## config.mk

```make
export PLATFORM = sky130hd
export DESIGN_NAME = mac_vec_array
export DESIGN_NICKNAME = d
export VERILOG_FILES = /design/src/rtl/mac_vec_array.sv
export SDC_FILE = /design/constraint.sdc
export NUM_CORES = 2
export LEC_CHECK = 0
export CAP_MARGIN = 20
export CORE_ASPECT_RATIO = 1.1
export CORE_MARGIN = 2
export CORE_UTILIZATION = 56
export CTS_BUF_LIST = sky130_fd_sc_hd__clkbuf_8
export DETAILED_ROUTE_END_ITERATION = 7
export PLACE_DENSITY = 0.71
export SLEW_MARGIN = 20
export SYNTH_ARGS = -nofsm -noshare
export SYNTH_HDL_FRONTEND = slang
export SYNTH_SLANG_ARGS = --single-unit
```

## constraint.sdc

```tcl
create_clock -name clk -period 4.85 [get_ports clk]
set_input_delay 0.485 -clock clk [delete_from_list [all_inputs] [get_ports clk]]
set_output_delay 0.485 -clock clk [all_outputs]
set_load 0.05 [all_outputs]
```

## src/rtl/mac_vec_array.sv

```systemverilog
// Multi-lane multiply-accumulate engine: NUM_LANES lanes multiply their own A operand by a
// broadcast B operand each accepted beat and accumulate over VEC_LEN beats.
module mac_vec_array #(
  parameter int DATA_WIDTH = 8,
  parameter int NUM_LANES  = 8,
  parameter int ACC_WIDTH  = 3*DATA_WIDTH,
  parameter int VEC_LEN    = 8,
  parameter int SATURATE   = 0
) (
  input  logic                            clk,
  input  logic                            rst_n,
  input  logic                            clr,
  input  logic                            signed_mode,
  input  logic                            in_valid,
  output logic                            in_ready,
  input  logic [NUM_LANES*DATA_WIDTH-1:0] a_in,
  input  logic [DATA_WIDTH-1:0]           b_in,
  output logic                            out_valid,
  input  logic                            out_ready,
  output logic [NUM_LANES*ACC_WIDTH-1:0]  acc_out,
  output logic [NUM_LANES-1:0]            ovf
);

  localparam int CW = $clog2(VEC_LEN+1);
  localparam int PW = 2*DATA_WIDTH;

  localparam logic [1:0] ST_ACC   = 2'd0;
  localparam logic [1:0] ST_DRAIN = 2'd1;
  localparam logic [1:0] ST_DONE  = 2'd2;

  logic [1:0]           state;
  logic [CW-1:0]        cnt;
  logic                 pv;
  logic                 pmode;
  logic [PW-1:0]        prod_q [NUM_LANES];
  logic [PW-1:0]        prod_d [NUM_LANES];
  logic [ACC_WIDTH-1:0] acc_q  [NUM_LANES];
  logic [ACC_WIDTH-1:0] acc_d  [NUM_LANES];
  logic [NUM_LANES-1:0] ovf_q;
  logic [NUM_LANES-1:0] ovf_d;
  logic                 accept;

  assign in_ready  = (state == ST_ACC);
  assign out_valid = (state == ST_DONE);
  assign accept    = in_valid & in_ready;
  assign ovf       = ovf_q;

  // Operands are extended to the full product width so the low PW bits are exact in either mode.
  always_comb begin
    logic [DATA_WIDTH-1:0] a;
    logic [PW-1:0]         ax;
    logic [PW-1:0]         bx;
    for (int unsigned i = 0; i < NUM_LANES; i++) begin
      a = a_in[i*DATA_WIDTH +: DATA_WIDTH];
      if (signed_mode) begin
        ax = {{DATA_WIDTH{a[DATA_WIDTH-1]}}, a};
        bx = {{DATA_WIDTH{b_in[DATA_WIDTH-1]}}, b_in};
      end else begin
        ax = {{DATA_WIDTH{1'b0}}, a};
        bx = {{DATA_WIDTH{1'b0}}, b_in};
      end
      prod_d[i] = ax * bx;
    end
  end

  // One guard bit above the accumulator exposes overflow in both modes.
  always_comb begin
    logic [ACC_WIDTH:0]   ext;
    logic [ACC_WIDTH:0]   accx;
    logic [ACC_WIDTH:0]   sum;
    logic                 over;
    logic [ACC_WIDTH-1:0] sat;
    for (int unsigned i = 0; i < NUM_LANES; i++) begin
      acc_d[i] = acc_q[i];
      ovf_d[i] = ovf_q[i];
      if (pmode) begin
        ext  = {{(ACC_WIDTH+1-PW){prod_q[i][PW-1]}}, prod_q[i]};
        accx = {acc_q[i][ACC_WIDTH-1], acc_q[i]};
      end else begin
        ext  = {{(ACC_WIDTH+1-PW){1'b0}}, prod_q[i]};
        accx = {1'b0, acc_q[i]};
      end
      sum  = accx + ext;
      over = pmode ? (sum[ACC_WIDTH] ^ sum[ACC_WIDTH-1]) : sum[ACC_WIDTH];
      if (!pmode)
        sat = '1;
      else if (sum[ACC_WIDTH])
        sat = {1'b1, {(ACC_WIDTH-1){1'b0}}};
      else
        sat = {1'b0, {(ACC_WIDTH-1){1'b1}}};
      if (pv) begin
        acc_d[i] = (over && SATURATE != 0) ? sat : sum[ACC_WIDTH-1:0];
        ovf_d[i] = ovf_q[i] | over;
      end
    end
  end

  always_comb begin
    acc_out = '0;
    for (int unsigned i = 0; i < NUM_LANES; i++)
      acc_out[i*ACC_WIDTH +: ACC_WIDTH] = acc_q[i];
  end

  always_ff @(posedge clk or negedge rst_n) begin
    if (!rst_n) begin
      state <= ST_ACC;
      cnt   <= '0;
      pv    <= 1'b0;
      pmode <= 1'b0;
      ovf_q <= '0;
      for (int unsigned i = 0; i < NUM_LANES; i++) begin
        prod_q[i] <= '0;
        acc_q[i]  <= '0;
      end
    end else if (clr) begin
      state <= ST_ACC;
      cnt   <= '0;
      pv    <= 1'b0;
      ovf_q <= '0;
      for (int unsigned i = 0; i < NUM_LANES; i++)
        acc_q[i] <= '0;
    end else begin
      pv    <= accept;
      ovf_q <= ovf_d;
      for (int unsigned i = 0; i < NUM_LANES; i++)
        acc_q[i] <= acc_d[i];
      if (accept) begin
        pmode <= signed_mode;
        for (int unsigned i = 0; i < NUM_LANES; i++)
          prod_q[i] <= prod_d[i];
      end
      case (state)
        ST_ACC: begin
          if (accept) begin
            if (cnt == CW'(VEC_LEN-1)) begin
              cnt   <= '0;
              state <= ST_DRAIN;
            end else begin
              cnt <= cnt + CW'(1);
            end
          end
        end
        ST_DRAIN: state <= ST_DONE;
        ST_DONE: begin
          if (out_ready) begin
            state <= ST_ACC;
            ovf_q <= '0;
            for (int unsigned i = 0; i < NUM_LANES; i++)
              acc_q[i] <= '0;
          end
        end
        default: state <= ST_ACC;
      endcase
    end
  end

endmodule
```

==> run_results.csv <==
group,metric,value,unit
outcome,status,"finished, violations left",
outcome,failed_checks,"setup timing",
global_routing,first_global_vias,43000,
synth,ys_top_cells_by_area,"fa_1 (22%), dfrtp_1 (17%), ha_1 (15%)",
synth,synth-seq-cells,336,
clocking,clkLatencyLatePin,0.72,ns
finish,multi_input_area,0.0398,sq mm
global_routing,overflow,0,
sta,worstMarginPinSlew,0.972,ns
sta,slew_violations,0,
placed_design,hpwl,110,mm
worst_setup_path,startpoint_type,"input pin",
worst_setup_path,arrival,5.51,ns
sta,rsz0062_at_grt,"true",
sta,finalCritPeriodShare,101,%
finish,synthToLayoutAreaGrowth,24.3,%
clocking,htreeDepth,2,
synth,synth_top_area_share,21.8,%
synth,synth-edff-count,0,
finish,fin_cells,7766,
pwr,p_sw_share,46.9,%
flow_run,cap_viol_max_count,0,
pwr,seqPwrFrac,13.0,%
routing,ant_nets,0,
worst_setup_path,critPathRequiredTime,5.44,ns
pwr,power_density,521,mW/mm^2
pwr,internal-power,0.0175,W
sta,finalHoldViolations,0,
clocking,cts_inserted_buffers,60,
sta,period_needed,4.92,ns
die,fp.dieW,291,microns
global_routing,grt_max_degree,118,
pwr,ir_drop,0.591,mV
routing,firstDrtPassIters,5,
sta,setup_viol_count_final,9,
finish,fill_cells,7047,
die,die_height,320,microns
routing,drc,0,
worst_setup_path,critPathKind,"in -> reg",
clocking,cts_tree,"done",
clocking,clkTransAtPathRegs,0.07,ns
pwr,power_frac_comb,77.8,%
sta,fin_skew,0.0491,ns
clocking,numClockSinks,336,
synth,synth.avg_cell_area,8.73,sq um
worst_setup_path,crit_chain,"clkdlybuf4s15_2 -> buf_6 -> and3_4 -> fa_1 -> inv_1 -> fa_1 -> fa_1 -> inv_1 -> fa_1 -> inv_1 -> fa_1 -> fa_2 -> xor2_2 -> xnor2_1 -> xnor2_1 -> xnor2_1 -> xnor2_1 -> xnor2_1 -> buf_4 -> nor4_4 -> o31ai_2",
placed_design,gp_congestion,0.941,
routing,wl_per_cell,18.2,microns
die,row_count,115,
worst_setup_path,max_stage_delay,0.56,ns
worst_hold_path,hold_path.class,"in -> reg",
placed_design,dp.cells,7583,
placed_design,port_buffers,279,
synth,syn_area,0.0508,sq mm
synth,async_flop_share,100,%
routing,vias,42700,
sta,whs,0.324,ns
pwr,p_leak,32.1,nW
clocking,clock_path_buffers,3,
synth,synth_cell_type_count,82,
sta,fin_ws,-0.0686,ns
die,ios,280,
synth,yosys-top-cells-count,"inv_1 (971), ha_1 (626), fa_1 (553)",
synth,synth.most_common_cell,"inv_1",
global_routing,grt_pass1_wl,225,mm
global_routing,grt_use_total,30.0,%
global_routing,antenna_found_initial,9,
die,die-area,0.0931,sq mm
worst_setup_path,worst_setup_path_end_kind,"register",
finish,regArea,0.00841,sq mm
routing,via_per_inst,5.50,
die,core,0.0896,sq mm
finish,final_layout_size_suffix_gt1_share,17.6,%
clocking,cts-root-buf,"clkbuf_8",
synth,synthCells,5813,
die,start_util,56.6,%
synth,synth_seq_area_share,16.6,%
routing,drt_iter0_drc,2719,
sta,timing.fmax,0.203,GHz
synth,synth_top_area_cell,"fa_1",
finish,nets,7800,
worst_setup_path,critPathMaxFanout,6,
worst_setup_path,cpMaxStageDelayCell,"fa_1",
synth,yosys_most_used_dff,"dfrtp_1",
sta,max_slew_margin,35.2,%
pwr,p_clk_share,9.2,%
sta,tns,-0.349,ns
synth,syn_nets,7070,
pwr,p_total,0.0329,W
synth,yosysWarnings,0,
pwr,switching_power,0.0154,W
finish,utilization,70.4,%
routing,routed_wl,141,mm
## placed cells by master, fill, tap and decap left out, drive strengths merged, types with 193 or more instances in the layout
cell type / n
o21ai: 193
inv: 990
clkdlybuf4s50: 215
ha: 626
xnor2: 316
fa: 553
a21oi: 288
and2: 436
nand2: 464
dfrtp: 336
buf: 622
nor2: 320
## flip-flops by register name, summed over array words and instances, names as in the netlist
name,count
pmode,1
pv,1
state,2
prod_q,128
acc_out,192
cnt,4
ovf,8
## power groups by stage
| stage | clock [W] | combinational [W] | sequential, W |
|---|---|---|---|
| final | 0.00304 | 0.0256 | 0.00426 |
| after floorplan | 0 | 0.0143 | 0.00463 |
| after global routing | 0.00321 | 0.0283 | 0.00432 |
| after detailed placement | 0 | 0.0227 | 0.00429 |
| after global placement | 0 | 0.0220 | 0.00428 |
| after CTS | 0.00311 | 0.0231 | 0.00424 |
## layout make-up
cell class / instances / area share, %
tap: 1170 / 2.32
clock buffer: 78 / 1.70
multi-input combinational: 4274 / 63.1
timing repair buffer: 898 / 13.3
antenna: 5 / 0.0198
sequential: 336 / 13.3
inverter: 973 / 5.81
clock inverter: 32 / 0.438
## critical path, delay by kind of cell
kind | cells | cell delay, ns
buffers and inverters | 6 | 0.69
AOI/OAI and AO/OA | 1 | 0.08
adders and majority gates | 6 | 2.94
and+or+nand+nor | 2 | 0.43
xor gates and xnor gates | 6 | 0.89
## final timing paths
check | startpoint | end | slack, ns | depth (start not counted)
worst max register to register | pmode$_DFFE_PN0P_ | ovf[6]$_DFF_PN0_ | 1.06 | 10
max in group asynchronous | rst_n | acc_out[38]$_DFF_PN0_ | 3.28 | 3
worst max-delay path | a_in[31] | prod_q[79]$_DFFE_PN0P_ | -0.07 | 21
worst min register to register | prod_q[32]$_DFFE_PN0P_ | prod_q[32]$_DFFE_PN0P_ | 0.48 | 2
min in group asynchronous | rst_n | acc_out[162]$_DFF_PN0_ | 0.41 | 2
worst min-delay path | a_in[32] | prod_q[48]$_DFFE_PN0P_ | 0.32 | 4
## metrics by stage
step / setup slack, ns / area [sq um]
floorplan: -0.450 / 51800
CTS: -0.00957 / 61200
detailed placement: -1.05 / 59500
finish: -0.0686 / 63100
global route: -0.262 / 63100
global placement: -0.965 / 59500
## timing repair
| item | 4_1_cts | 5_1_grt |
|---|---|---|
| hold buffers | 1 | 0 |
| setup buffers | 12 | 47 |
| gates resized for setup | 90 | 380 |
| endpoints found under the hold margin | 90 | 0 |
| setup endpoints to repair | 26 | 36 |
| gates cloned | 5 | 5 |
| pin swaps | 61 | 218 |
## routing by layer
metal | wire length, microns | up-vias | GRT usage [%]
li1 | - | 20400 | -
met1 | 62600 | 20900 | 42.0
met2 | 63900 | 1242 | 47.4
met3 | 9380 | 256 | 4.96
met4 | 5110 | 6 | 10.2
met5 | 53 | - | 0
## cells by family after synthesis
family          share of synthesized area (%)
mux                                      2.21
buf+inv                                  8.89
compound gates                           11.8
xor+xnor                                 7.13
flops                                    16.6
fa+ha+maj                                37.3
simple gates                             16.1
(Power assumes the default switching activity.)
